File: src/rtl/keypad_scan4x4.sv
// rtl/keypad_scan4x4.sv - 4x4 matrix keypad scanner with debounce, valid/ack key handshake and 8-key shift-in word
module keypad_scan4x4 #(
  parameter int SCAN_DIV_BITS = 15,
  parameter int DEBOUNCE_CNT  = 4
) (
  input  logic        CLK,
  input  logic        RST,
  input  logic [3:0]  keyRow,
  output logic [3:0]  keyCol,
  input  logic        keyAck,
  output logic        keyValid,
  output logic [3:0]  keyCode,
  output logic        keyOverrun,
  output logic [31:0] dataWord
);

  typedef enum logic [1:0] {SCAN, DEBOUNCE, HELD} state_t;

  localparam logic [SCAN_DIV_BITS-1:0] CNT_ONE = 1;
  localparam logic [3:0]               DB_LAST = 4'(DEBOUNCE_CNT - 1);

  state_t                   state, state_n;
  logic [SCAN_DIV_BITS-1:0] cnt;
  logic                     tick;
  logic [3:0]               row_meta, row_sync;
  logic [3:0]               row_low;
  logic                     any_low;
  logic [1:0]               low_idx;
  logic [1:0]               col_idx, col_idx_n;
  logic [1:0]               key_row, key_row_n;
  logic [3:0]               db_cnt, db_cnt_n;
  logic                     accept;
  logic                     acked;

  assign tick    = &cnt;
  assign row_low = ~row_sync;
  assign any_low = |row_low;
  assign acked   = keyValid & keyAck;

  // Lowest-index low row wins when several keys share the driven column.
  always_comb begin
    low_idx = 2'd3;
    if (row_low[0])      low_idx = 2'd0;
    else if (row_low[1]) low_idx = 2'd1;
    else if (row_low[2]) low_idx = 2'd2;
  end

  always_comb begin
    state_n   = state;
    col_idx_n = col_idx;
    key_row_n = key_row;
    db_cnt_n  = db_cnt;
    accept    = 1'b0;
    if (tick) begin
      case (state)
        SCAN: begin
          if (!any_low) begin
            col_idx_n = col_idx + 2'd1;
          end else begin
            key_row_n = low_idx;
            db_cnt_n  = 4'd1;
            state_n   = DEBOUNCE;
          end
        end
        DEBOUNCE: begin
          if (row_low[key_row]) begin
            if (db_cnt == DB_LAST) begin
              accept   = 1'b1;
              db_cnt_n = 4'd0;
              state_n  = HELD;
            end else begin
              db_cnt_n = db_cnt + 4'd1;
            end
          end else begin
            db_cnt_n  = 4'd0;
            col_idx_n = col_idx + 2'd1;
            state_n   = SCAN;
          end
        end
        HELD: begin
          // Counts consecutive all-released ticks; any low row restarts the count.
          if (any_low) begin
            db_cnt_n = 4'd0;
          end else if (db_cnt == DB_LAST) begin
            db_cnt_n  = 4'd0;
            col_idx_n = col_idx + 2'd1;
            state_n   = SCAN;
          end else begin
            db_cnt_n = db_cnt + 4'd1;
          end
        end
        default: state_n = SCAN;
      endcase
    end
  end

  always_ff @(posedge CLK or negedge RST) begin
    if (!RST) begin
      state <= SCAN;
    end else begin
      state <= state_n;
    end
  end

  always_ff @(posedge CLK or negedge RST) begin
    if (!RST) begin
      row_meta   <= 4'hF;
      row_sync   <= 4'hF;
      cnt        <= '0;
      col_idx    <= 2'd0;
      key_row    <= 2'd0;
      db_cnt     <= 4'd0;
      keyCol     <= 4'b1110;
      keyValid   <= 1'b0;
      keyCode    <= 4'd0;
      keyOverrun <= 1'b0;
      dataWord   <= 32'd0;
    end else begin
      row_meta   <= keyRow;
      row_sync   <= row_meta;
      cnt        <= cnt + CNT_ONE;
      col_idx    <= col_idx_n;
      key_row    <= key_row_n;
      db_cnt     <= db_cnt_n;
      keyCol     <= ~(4'b0001 << col_idx_n);
      // A fresh accept outranks an ack landing in the same cycle.
      keyValid   <= accept | (keyValid & ~keyAck);
      keyOverrun <= (keyOverrun & ~acked) | (accept & keyValid & ~keyAck);
      if (accept) begin
        keyCode  <= {key_row, col_idx};
        dataWord <= {dataWord[27:0], key_row, col_idx};
      end
    end
  end

endmodule
File: config.mk
export PLATFORM = sky130hd
export DESIGN_NAME = keypad_scan4x4
export DESIGN_NICKNAME = d
export VERILOG_FILES = /design/src/rtl/keypad_scan4x4.sv
export SDC_FILE = /design/constraint.sdc
export NUM_CORES = 1
export LEC_CHECK = 0
export BUFFER_PORTS_ARGS = -buffer_cell sky130_fd_sc_hd__buf_2
export CAP_MARGIN = 25
export CORE_UTILIZATION = 52
export CTS_CLUSTER_DIAMETER = 120
export DETAILED_ROUTE_END_ITERATION = 6
export GPL_ROUTABILITY_DRIVEN = 1
export PLACE_DENSITY = 0.82
export SLEW_MARGIN = 15
export SYNTH_ARGS = -nofsm -noshare
export SYNTH_HDL_FRONTEND = slang
export SYNTH_SLANG_ARGS = --single-unit
File: constraint.sdc
create_clock -name CLK -period 2.85 [get_ports CLK]
set_input_delay 0 -clock CLK [delete_from_list [all_inputs] [get_ports CLK]]
set_output_delay 0 -clock CLK [all_outputs]
set_load 0.05 [all_outputs]
==> results.tsv <==
stage	metric	value	unit
outcome	status	finished clean	
die	coreArea	5960	µm²
die	die_h	80.6	µm
clock_tree	htree_levels	3	
drt	post-route-drc-count	0	
setup_path	crit_path_start_kind	register	
setup_path	cp_num_buf_inv	1	
drt	wire_per_inst	14.5	µm
layout	antenna-diode-count	0	
setup_path	cp_max_fo	15	
logic_synthesis	netlist_area	3210	µm²
setup_path	crit_type	reg -> reg	
global_routing	overflow	0	
placement	place_area	3510	µm²
placement	io_buffers	48	
setup_path	crit_chain	ha_1, nand3_1, nor3_4, and3_1, nand3_4, buf_4, mux2_4	
sta	hold_viol	0	
logic_synthesis	syn_inst	243	
drt	dr.pass1.iters	7	
sta	setup_viol	0	
layout	final_cells	384	
sta	drv_slew	0	
logic_synthesis	synth.distinct_cells	49	
drt	viasPerCell	5.34	
power	fin_total_pwr	1.78	mW
layout	syn2layout_area_growth	16.5	%
logic_synthesis	synth_area_per_cell	13.2	µm²
die	die_w	80.6	µm
global_routing	grt_pass1_vias	1983	
layout	nets	317	
setup_path	worst_path_largest_cell_delay	0.40	ns
layout	layout_commonest_cell	dfrtp_1	
die	io_pins	49	
sta	fin_hold_ws	0.178	ns
layout	final_util	62.9	%
sta	grt_setup_unrepaired	false	
setup_path	worstPathRequired	3.08	ns
layout	multi_input_area	1310	µm²
clock_tree	cts_resized	0	
logic_synthesis	ys_ff_latch	71	
sta	skew	0.0134	ns
sta	timing.final.crit_share	87.7	%
power	leakagePower	1.98	nW
power	ir_drop	0.285	mV
layout	fillers	473	
hold_path	hp-class	in -> async	
global_routing	grt_pass1_wl	9.34	mm
logic_synthesis	ys.warnings.count	0	
clock_tree	clock_sinks	71	
setup_path	crit_arrival	2.73	ns
flow_run	max_cap_viol_count	0	
sta	worstMarginPinSlew	0.700	ns
sta	timing.final.ws_setup	0.352	ns
logic_synthesis	async_reset_ff_share	100	%
sta	slew_headroom	52.9	%
clock_tree	clkLatencyLatePin	0.35	ns
setup_path	critPathTopFamily	simple AND/OR/NAND/NOR gates	
placement	dp_cells	362	
drt	initialDrtViolationCount	91	
logic_synthesis	ys.flop_type	dfrtp_1	
die	rows	28	
setup_path	worstSetupEndpointType	register	
setup_path	cp_slowest_cell	dfrtp_1	
global_routing	track_usage	19.5	%
logic_synthesis	seq_area_frac_synth	55.7	%
global_routing	grt_max_degree	27	
layout	drive_gt1_share	37.5	%
placement	place_ws	0.353	ns
power	power_density	476	nW/µm²
clock_tree	cts_made_buffers	9	
clock_tree	path_clk_slew	0.08	ns
layout	seqCellArea	1790	µm²
die	initial_utilization	53.9	%
layout	design_area	3740	µm²
drt	vias	2052	
placement	place_hpwl	3.90	mm
layout	layout_common_cells	dfrtp_1 (60), buf_2 (48), mux2_4 (29)	
global_routing	antenna_found_initial	0	
drt	drt_wl_total	5.56	mm
clock_tree	cts_tree	done	
sta	fin_tns_setup	0	ns
placement	place.gp.congestion	0.793	
drt	ant_nets	0	
logic_synthesis	synth_nets	256	
clock_tree	cts_buffer_depth	2	
logic_synthesis	synth-edff-count	0	
die	dieArea	6500	µm²
sta	period_needed	2.50	ns
clock_tree	cts_root_buffer	clkbuf_8	
sta	fmax	400	MHz
==> repair_timing <==
action                                 4_1_cts  5_1_grt
hold buffers                                 6        0
endpoints found under the hold margin       30        0
setup buffers                                0        0
==> area by class of cell <==
| cell class | instances | area share, % |
|---|---|---|
| clock buffers | 11 | 3.78 |
| clock inverters | 5 | 0.902 |
| inverters | 11 | 1.10 |
| multi-input cells | 152 | 34.9 |
| flip-flops and latches | 71 | 47.8 |
| well taps | 75 | 2.51 |
| repair buffers | 59 | 9.02 |
==> state kept, by name, indices dropped and copies added, names as in the netlist <==
| signal | flops |
|---|---|
| cnt | 15 |
| col_idx | 2 |
| dataWord | 29 |
| db_cnt | 4 |
| keyCode | 3 |
| keyCol | 4 |
| keyOverrun | 1 |
| keyValid | 1 |
| key_row | 2 |
| row_meta | 4 |
| row_sync | 4 |
| state | 2 |
==> cells in the mapped netlist (6+ instances only) <==
cell | count | share of area (%)
dfrtp_1 | 60 | 47
xnor2_1 | 8 | 2.2
nand2_1 | 16 | 1.9
inv_1 | 11 | 1.3
ha_1 | 6 | 2.3
mux2_4 | 29 | 14
dfstp_2 | 11 | 9.0
nand3_1 | 8 | 1.2
a21oi_1 | 6 | 0.93
nor2_1 | 10 | 1.2
==> path summary, 6_finish.rpt <==
| check | startpoint | end | slack, ns | depth (start not counted) |
|---|---|---|---|---|
| worst min register to register | row_meta[2]$_DFF_PN1_ | row_sync[2]$_DFF_PN1_ | 0.35 | 0 |
| min in group CLK | keyRow[0] | row_meta[0]$_DFF_PN1_ | 0.30 | 2 |
| worst max register to register | cnt[0]$_DFF_PN0_ | dataWord[15]$_DFFE_PN0P_ | 0.35 | 7 |
| worst min-delay path | RST | dataWord[29]$_DFFE_PN0P_ | 0.18 | 2 |
| max in group asynchronous | RST | row_sync[3]$_DFF_PN1_ | 1.89 | 3 |
| worst max-delay path | cnt[0]$_DFF_PN0_ | dataWord[15]$_DFFE_PN0P_ | 0.35 | 7 |
==> worst reg2reg max path, delay by kind of cell, from the launching register on <==
family                   cells  cell delay (ns)
flip-flops                   1             0.40
AND/OR/NAND/NOR              4             1.14
buffers and inverters        1             0.32
multiplexers                 1             0.32
adder cells (fa/ha/maj)      1             0.20
==> kinds of logic (layout without fill, tap and decap cells) <==
family / after synthesis / count (layout) / share of synthesized area, %
DFF: 71 / 71 / 55.7
and+or+nand+nor: 66 / 66 / 12.0
muxes: 37 / 37 / 16.2
buffers and inverters: 20 / 86 / 3.62
AOI/OAI and AO/OA: 30 / 30 / 6.54
xor gates and xnor gates: 13 / 13 / 3.54
adders and majority gates: 6 / 6 / 2.34
==> metal layers <==
metal / global-route usage [%] / vias to the layer above / part of all wire [%]
li1: - / 977 / -
met1: 25.4 / 1012 / 47
met2: 30.5 / 53 / 47
met3: 4.55 / 10 / 4.3
met4: 9.64 / 0 / 2.0
met5: 0 / - / 0
==> power breakdown <==
group	switching, mW	leakage [nW]	total (mW)	internal (mW)
Clock	0.377	0.0853	0.715	0.338
Sequential	0.00482	0.939	1.02	1.02
Combinational	0.0303	0.959	0.0440	0.0136
Note: power is estimated with default switching activity, not from simulation.
